<file path="src/rtl/guess_entry_seq.sv">
// Mastermind entry sequencer: steps through four colour slots for the secret, then the guesses,
// strobes slot writes to the decoder, and tracks rounds and the evaluator's verdict.
module guess_entry_seq #(
  parameter int unsigned COLOR_W    = 3,
  parameter int unsigned MAX_ROUNDS = 10
) (
  input  logic               clk,
  input  logic               rst,
  input  logic               btn,
  input  logic [COLOR_W-1:0] color,
  input  logic               clear,
  input  logic               eval_ack,
  input  logic               eval_win,
  output logic               modo,
  output logic               s1,
  output logic               s0,
  output logic               wr_en,
  output logic [COLOR_W-1:0] wr_color,
  output logic               guess_done,
  output logic [3:0]         round,
  output logic               win,
  output logic               lose
);

  typedef enum logic [1:0] {StSecret, StGuess, StEval, StOver} state_e;

  localparam logic [3:0] LastRound = 4'(MAX_ROUNDS - 1);

  state_e     state_q, state_d;
  logic [1:0] slot_q, slot_d;
  logic [3:0] round_q, round_d;
  logic       btn_q, btn_d;
  logic       modo_q, modo_d;
  logic       win_q, win_d;
  logic       lose_q, lose_d;
  logic       press;
  logic       entry_st;

  assign press    = btn & ~btn_q;
  assign entry_st = (state_q == StSecret) || (state_q == StGuess);

  always_comb begin
    state_d    = state_q;
    slot_d     = slot_q;
    round_d    = round_q;
    win_d      = win_q;
    lose_d     = lose_q;
    btn_d      = btn;
    wr_en      = press & entry_st & ~clear & ~rst;
    guess_done = wr_en && (state_q == StGuess) && (slot_q == 2'd3);

    if (clear) begin
      state_d = StSecret;
      slot_d  = 2'd0;
      round_d = 4'd0;
      win_d   = 1'b0;
      lose_d  = 1'b0;
      btn_d   = 1'b0;
    end else begin
      unique case (state_q)
        StSecret: begin
          if (press) begin
            slot_d = slot_q + 2'd1;
            if (slot_q == 2'd3) state_d = StGuess;
          end
        end
        StGuess: begin
          if (press) begin
            slot_d = slot_q + 2'd1;
            if (slot_q == 2'd3) state_d = StEval;
          end
        end
        StEval: begin
          if (eval_ack) begin
            if (eval_win) begin
              state_d = StOver;
              win_d   = 1'b1;
            end else if (round_q == LastRound) begin
              // Final rejection: round holds at its saturated value.
              state_d = StOver;
              lose_d  = 1'b1;
            end else begin
              state_d = StGuess;
              round_d = round_q + 4'd1;
            end
          end
        end
        StOver: ;
        default: state_d = StSecret;
      endcase
    end

    modo_d = (state_d != StSecret);
  end

  always_ff @(posedge clk) begin
    if (rst) begin
      state_q <= StSecret;
      slot_q  <= 2'd0;
      round_q <= 4'd0;
      btn_q   <= 1'b0;
      modo_q  <= 1'b0;
      win_q   <= 1'b0;
      lose_q  <= 1'b0;
    end else begin
      state_q <= state_d;
      slot_q  <= slot_d;
      round_q <= round_d;
      btn_q   <= btn_d;
      modo_q  <= modo_d;
      win_q   <= win_d;
      lose_q  <= lose_d;
    end
  end

  assign modo     = modo_q;
  assign s1       = slot_q[1];
  assign s0       = slot_q[0];
  assign wr_color = color;
  assign round    = round_q;
  assign win      = win_q;
  assign lose     = lose_q;

endmodule

</file>
<file path="config.mk">
export PLATFORM = sky130hd
export DESIGN_NAME = guess_entry_seq
export DESIGN_NICKNAME = d
export VERILOG_FILES = /design/src/rtl/guess_entry_seq.sv
export SDC_FILE = /design/constraint.sdc
export NUM_CORES = 1
export LEC_CHECK = 0
export CAP_MARGIN = 20
export CORE_AREA = 4 4 42 44
export DETAILED_ROUTE_END_ITERATION = 7
export DIE_AREA = 0 0 46 48
export HOLD_SLACK_MARGIN = 0.08
export PLACE_DENSITY_LB_ADDON = 0.25
export SKIP_CTS_REPAIR_TIMING = 1
export SLEW_MARGIN = 5
export SYNTH_ARGS = -nofsm -noshare
export SYNTH_HDL_FRONTEND = slang
export SYNTH_SLANG_ARGS = --single-unit
</file>
<file path="constraint.sdc">
create_clock -name clk -period 2.95 [get_ports clk]
set_input_delay 0.885 -clock clk [delete_from_list [all_inputs] [get_ports clk]]
set_output_delay 0.885 -clock clk [all_outputs]
set_load 0.1 [all_outputs]
</file>
# [After elaboration in Yosys (flattened, before gate mapping)]
# Cells that the tools add are included.
[totals] out_inout_bits=14 reg_bits=12 elab_cells=42
[op_classes] addsub=2 n_eq_ne=4 n_reduce_logical=11 n_bitwise=9 mux=9
[op_table] op="two-way mux 2 bit" count=8
[op_table] op="AND reduction 4 bit" count=2
[op_table] op="case mux 2 bit (3 select lines)" count=1
[op_table] op="NOT 1 bit" count=5
[op_table] op="adder 4 x 1 -> 4 bit, second input constant" count=1
[op_table] op="AND 1 bit" count=4
[op_table] op="== test 2 bit, second input constant" count=2
[op_table] op="== test 4 bit, second input constant" count=1
[op_table] op="OR reduction 2 bit" count=2
[op_table] op="AND reduction 3 bit" count=1
[op_table] op="adder 2 x 1 -> 2 bit, second input constant" count=1
[op_table] op="== test 2 x 1 -> 1 bit, second input constant" count=1
[op_table] op="logical AND 1 bit" count=2
[op_table] op="zero test 2 bit" count=1
[op_table] op="AND reduction 2 bit" count=1
[op_table] op="nonzero test 2 bit" count=1
[op_table] op="logical OR 1 bit" count=1

# [Longest topological paths before layout]
# Gate-level depths: netlist (run 1).
[depth] depth_word=7 ltp_mapped=5

# [Worst setup path after synthesis (run 1)]
# No wires, ideal clock.
[synth_timing] path_type="input to output" from="in btn" to="out guess_done" stages=3 arrival_ns=2.831 required_ns=2.065 slack_ns=-0.766 path_cell_list="nor3b_2 -> and2_1 -> and3_1"
[synth_via] elab_chain_cells=6
[synth_rtl] element="start: declaration" line="9" text="input logic btn,"
[synth_rtl] element="AND 1 bit" line="39" text="assign press = btn & ~btn_q;"
[synth_rtl] element="AND 1 bit (3 in a row)" line="49" text="wr_en = press & entry_st & ~clear & ~rst;"
[synth_rtl] element="net wr_en" line="17" text="output logic wr_en,"
[synth_rtl] element="logical AND 1 bit (2 in a row)" line="50" text="guess_done = wr_en && (state_q == StGuess) && (slot_q == 2'd3);"
[synth_rtl] element="end: declaration" line="19" text="output logic guess_done,"
# The timed path passes the listed nets, and every way through them passes these cells.

# [Worst setup path after layout (run 1)]
[layout_timing] from="in clear" to="out guess_done"
[layout_via] elab_chain_cells=5
[layout_rtl] element="start: declaration" line="11" text="input logic clear,"
[layout_rtl] element="NOT 1 bit" line="49"
[layout_rtl] element="AND 1 bit (2 in a row)" line="49"
[layout_rtl] element="logical AND 1 bit (2 in a row)" line="50"
# No other way between the ends.

==> results.txt, run 1 <==
- The run finished with clean final reports.
- Max-slew violation count: 0
- Synthesis produced a netlist with a net count of 75.
- Standard-cell row count: 14
* Crit-path max FO: 3
- The first TritonRoute pass finished after 3 iterations.
- Counting flops with a built-in enable in the synthesized netlist gives 0.
- The Yosys step of the flow raised 0 warnings.
- In this run the number of H-tree levels came out at 1.
* Detail-routed via count per cell: 5.21
- The initial utilization of the core area, before any placement, comes to 0.423.
- Peak supply drop: 0.000257 V
- Vertical die dimension: 48 um
- The wire-length estimate of the detail-placed layout is 959 um.
* Final setup skew: 0.00236 ns
- In the synthesized netlist the dominant register cell turns out to be dfxtp_1.
* Maximum operating frequency: 0.349 GHz
* Share of synthesized flip-flops with an asynchronous set or reset: 0
- Setup violations remaining at the end of the flow were counted as 0.
* Start-to-end type of the worst setup path: input port to output port
- Antenna violations before repair: 0
- Die span in x: 46 um
* CTS tree: yes
- Clock latency on the worst-skew pair, taken at its later pin, is 0.27 ns.
- Number of top-level pins: 23
- Pin count of the biggest net entering global routing: 9
* Routed vias: 505
- Max-cap violations in this run came to 0.
- The first global-routing pass estimated 1900 um of wire.
- In this run the remaining antenna-violating nets after routing total 0.
- Utilization after layout: 0.575
* Overflow after GRT: 0
- Number of cells produced by synthesis: 63
* Number of buffers between clock root and the deepest sink: 2
- Post-synthesis sequential element count: 12
* Non-Filler Instances: 97
* Crit path capture type: output port
- Once routing completed, OpenROAD measured the worst setup slack at 0.0858 ns.
- In the finished design, the share of the clock period the worst path needs comes to 0.971.
- Fraction of final layout cells with drive strength greater than 1: 0.296
* R2R cell count: 5
- Routability cong.: 0.676
- Relative area change from synthesis to final layout: 35.8%
* Kind of path behind the tightest hold check: register to register
* DRC marker count from the first detailed-route iteration: 10
- Power consumption: 306 uW
- Setup repair after global routing missed its margin: no
- The clock net in this run drives a total of 12 sinks.
* Dpl cells: 94
* Worst Path Required: 2.07 ns
- The worst setup path is launched from an input port.
- Placeable core area: 1440 um2
- Power spread over the standard cell area amounts to 371 nW/um2.
* Count of cell types in the netlist: 29
* Master cell of the clock root buffer: clkbuf_4
- The total count of hold-check failures in the final report is 0.
- The mapped netlist covers 608 um2.
- Subtracting the final worst setup slack from the clock period gives 2.86 ns.
- Minimum hold slack: 0.482 ns
- Number of stages on the worst hold path: 1
* Reg2Reg Setup Slack: 1.50 ns
* Port-buffer cells: 16
- By count the netlist is led by 12 x dfxtp_1, 6 x a21oi_1, 6 x nor2_1.
- Number of buffers created by CTS: 3
- Antenna diode count: 0
* Vias in the first global route: 441
- Before CTS, the worst setup slack after placement is -0.0156 ns.
- Overall routing resource usage: 0.125
- At the end of the flow, the number of nets in the layout was 95.
- Register clock-pin slew on the reported worst setup and hold paths: 0.07 ns
- Part of the Yosys area used for sequential elements: 0.395
- Largest cells by area after synthesis: dfxtp_1 40%, ha_1 6.2%, a21oi_1 4.9%
- Data arrives at the worst endpoint at 1.98 ns.
- Leak pwr: 0.000367 uW
- The die covers 2210 um2.
- Post-detailed-routing wire length: 1210 um
* Most used standard cell by instance count after synthesis: dfxtp_1
- For this run, design rule violations remaining after detail routing come to 0.
- Worst slew margin: 0.778
- Dividing the detail-routed wire length by the instance count gives 12.5 um.
* Worst Max-Slew Pin Slew: 0.333 ns
- The average instance in the mapped netlist occupies 9.65 um2.
- Portion of synthesized cell area occupied by the leading cell type: 0.395
* Cell type with the highest aggregate area in the netlist: dfxtp_1
==> stage by stage <==
| stage | TNS, ns | cell area [um2] |
|---|---|---|
| after floorplan | 0 | 616 |
| after global placement | 0 | 792 |
| after detailed placement | -0.0156 | 792 |
| after CTS | -0.0226 | 815 |
| after global routing | 0 | 826 |
| final | 0 | 826 |
==> layer usage <==
layer	vias to the layer above	wire length [um]	track usage
li1	262	-	-
met1	232	551	0.147
met2	11	589	0.195
met3	0	69	0.0564
met4	0	0	0.0568
met5	-	0	0
==> worst paths after layout <==
check           start    endpoint
max             clear  guess_done
min               win         win
max reg2reg  round[1]    round[0]
min reg2reg       win         win
==> final cells by class <==
type                    count  area, um2
fillers                   138        611
repair buffers             20        190
inverters                   3       11.3
well taps                  16       20.0
multi-input cells          43        342
flip-flops and latches     12        240
clock buffers               3       22.5
==> critical path: stages <==
cell	delay, ns
clkdlybuf4s50_1	0.44
nor2_2	0.15
and2_4	0.15
and3_4	0.19
buf_12	0.17
==> layout by cell type, fill, tap and decap left out, drive strengths merged, types with 2 or more instances in the layout <==
master         synthesis  layout
a21oi                  6       6
and2                   2       2
buf                    4      15
clkbuf                 1       3
clkdlybuf4s50          0       4
dfxtp                 12      12
ha                     3       3
inv                    3       3
mux2i                  2       2
nand3b                 3       3
nand4b                 2       2
nor2                   6       6
o21a                   3       3
xnor2                  2       2
==> where the power goes <==
group          total (uW)  internal (uW)  switching (uW)
Sequential            165            163            1.45
Clock                 101           47.3            53.7
Combinational        40.5           18.6            21.9
Total                 306            229            77.0
==> sequential cells by signal, summed over array words and instances, names as in the netlist <==
| signal | flops |
|---|---|
| lose | 1 |
| slot_q | 2 |
| round | 4 |
| btn_q | 1 |
| state_q | 2 |
| win | 1 |
| modo | 1 |
==> cells by family after synthesis <==
family	Yosys count	share of synthesized area
adders and majority gates	3	0.0617
xor gates and xnor gates	2	0.0288
DFF	12	0.395
and+or+nand+nor	23	0.267
AOI/OAI and AO/OA	13	0.144
buffers and inverters	8	0.0699
muxes	2	0.0329
(Power assumes the default switching activity.)
==> inputs of run 2 (changes only) <==
Settings changed: CORE_AREA 4 4 42 44 to 8 8 48 50, DIE_AREA 0 0 46 48 to 0 0 56 58.
==> results.txt, run 2 (synthesized netlist as in run 1, its figures left out) <==
- Data arrival time at the worst-slack endpoint: 2.00 ns (was 1.98 ns)
- The final critical-path share of the clock period came to 0.977 (was 0.971).
- The data required time at the worst endpoint came to 2.07 ns (about the same).
* Number of buffers between clock root and the deepest sink: 2 (unchanged)
- The type of element capturing the critical path is an output port (unchanged).
* Overall routing resource usage: 0.0824 (was 0.125)
* DRC marker count from the first detailed-route iteration: 5 (was 10)
- The number of max-capacitance violations reported was 0 (unchanged).
- Port-buffer cells: 16 (unchanged)
* Fraction of final layout cells with drive strength greater than 1: 0.305 (was 0.296)
- Most common cell after layout, fill and taps aside: buf_4 (unchanged)
* Vias in the first global route: 471 (was 441)
* Dpl cells: 95 (was 94)
* Leak pwr: 0.000375 uW (was 0.000367 uW)
- The post-detailed-routing wire length was 1290 um (was 1210 um).
- The clock period minus worst slack was 2.88 ns (was 2.86 ns).
- The number of flip-flops in the largest register was 4 (unchanged).
* Standard-cell row count: 15 (was 14)
* Routed vias: 505 (unchanged)
- The placer congestion estimate came to 0.697 (was 0.676).
- The starting density of the core came to 0.377 (was 0.423).
* Commonest cells after routing, fill and taps aside: 13 x buf_4, 12 x dfxtp_1, 6 x a21oi_1, 5 x nor2_1, 4 x clkdlybuf4s50_1 (unchanged)
* Outcome: complete, no violations (unchanged)
- The number of CTS-inserted buffers was 3 (unchanged).
- The depth of the most critical reg-to-reg path was 5 (unchanged).
- The placed wire-length estimate after detailed placement came to 1030 um (was 959 um).
* Average routed wire per standard cell: 13.0 um (was 12.5 um)
- Number of top-level pins: 23 (unchanged)
* CTS tree: yes (unchanged)
- The peak supply drop came to 0.000257 V (about the same).
- The final standard cell count with taps included and fillers excluded was 99 (was 97).
- The residual DRC count came to 0 (unchanged).
- The total count of hold-check failures in the final report was 0 (unchanged).
- Register area: 240 um2 (unchanged)
- Total Nets Final: 95 (unchanged)
- The initial antenna violation count came to 0 (unchanged).
* Overflow after GRT: 0 (unchanged)
- The width of the chip is 56 um (was 46 um).
- The critical path launch point type is an input port (unchanged).
- The maximum clock frequency came to 0.347 GHz (was 0.349 GHz).
* Start-to-end type of the worst setup path: input port to output port (unchanged)
- The power density over the cells was 399 nW/um2 (was 371 nW/um2).
* Count of H-tree levels built during CTS: 1 (unchanged)
- The relative area change from synthesis to final layout was 38.3% (was 35.8%).
- The master cell of the clock root buffer was clkbuf_4 (unchanged).
- Worst slew margin: 0.767 (was 0.778)
* Remaining number of nets flagged by the antenna check after routing: 0 (unchanged)
- The core area is 1610 um2 (was 1440 um2).
- Num Clock Sinks: 12 (unchanged)
- Reg2Reg Setup Slack: 1.53 ns (was 1.50 ns)
* Register clock-pin slew on the reported worst setup and hold paths: 0.07 ns (about the same)
* Number of filler cells placed in the layout: 160 (was 138)
- The die extent in y is 58 um (was 48 um).
* Detail-routed via count per cell: 5.10 (was 5.21)
- Die area: 3250 um2 (was 2210 um2)
- The hold slack is 0.470 ns (was 0.482 ns).
* Launch instance of the worst register-to-register path: round[1] (unchanged)
- The number of detailed-routing iterations run before antenna repair is 2 (was 3).
* Crit-path max FO: 3 (unchanged)
- The number of antenna cells inserted came to 0 (unchanged).
- The last element of the critical path was guess_done (unchanged).
- The wire length of the first global-routing pass was 2140 um (was 1900 um).
- Final setup skew: 0.00127 ns (was 0.00236 ns)
- The area of all placed cells without fillers was 841 um2 (was 826 um2).
- The largest net degree at the start of global routing was 9 (unchanged).
- The placed cell area came to 793 um2 (was 792 um2).
- The clock network latency to the later pin of the worst-skew pair is 0.27 ns (about the same).
- Setup repair after global routing missed its margin: no (unchanged)
- Kind of path behind the tightest hold check: register to register (unchanged)
- The final count of pins violating max slew came to 0 (unchanged).
* Worst r2r dst: round[0] (unchanged)
* Number of setup violations in the final report: 0 (unchanged)
* Post-route worst setup slack: 0.0678 ns (was 0.0858 ns)
- The area taken by multi-input logic gates came to 342 um2 (unchanged).
- The transition time of the tightest slew-check pin came to 0.349 ns (was 0.333 ns).
* Critical path launch point: clear (unchanged)
- Worst slack at placement: -0.0107 ns (was -0.0156 ns)
==> run 2: changes by cell type in the layout (fill, tap and decap cells not counted), sizes merged <==
cell	delta
clkbuf	+1
==> run 2: metrics by stage <==
stage	util	total power (uW)	TNS, ns
final	0.521	335	0
after detailed placement	0.491	208	-0.0107
after floorplan	-	209	0
after CTS	0.514	341	-0.0144
after global routing	0.521	351	0
after global placement	0.491	208	0
==> run 2: how the worst min path moves through the flow <==
stage	to	slack, ns	cells past startpoint	from
after floorplan	state_q[1]	0.53	2	btn_q
after global placement	lose	0.45	1	lose
after detailed placement	win	0.46	1	win
after CTS	win	0.47	1	win
after global routing	win	0.49	1	win
final	win	0.47	1	win
==> run 2: final cells by class <==
type,instances,share of cell area
Timing Repair Buffer,20,0.226
Sequential cell,12,0.286
Inverter,3,0.0134
Clock buffer,4,0.0432
Multi-Input combinational cell,43,0.406
Tap cell,17,0.0253
==> run 2: where the power goes <==
group	switching (uW)	internal, uW
combinational	22.2	18.6
sequential	1.37	163
clock	54.9	75.0
==> run 2: metal layers <==
layer	GRT usage	up-vias	share of wire
met4	0.0412	0	0.021
met2	0.130	10	0.49
li1	-	262	-
met1	0.0918	231	0.44
met3	0.0371	2	0.048
met5	0	-	0
==> run 2: worst max-delay path, stage by stage <==
cell             delay (ns)
clkdlybuf4s50_1        0.44
nor2_2                 0.16
and2_4                 0.16
and3_4                 0.19
buf_12                 0.17
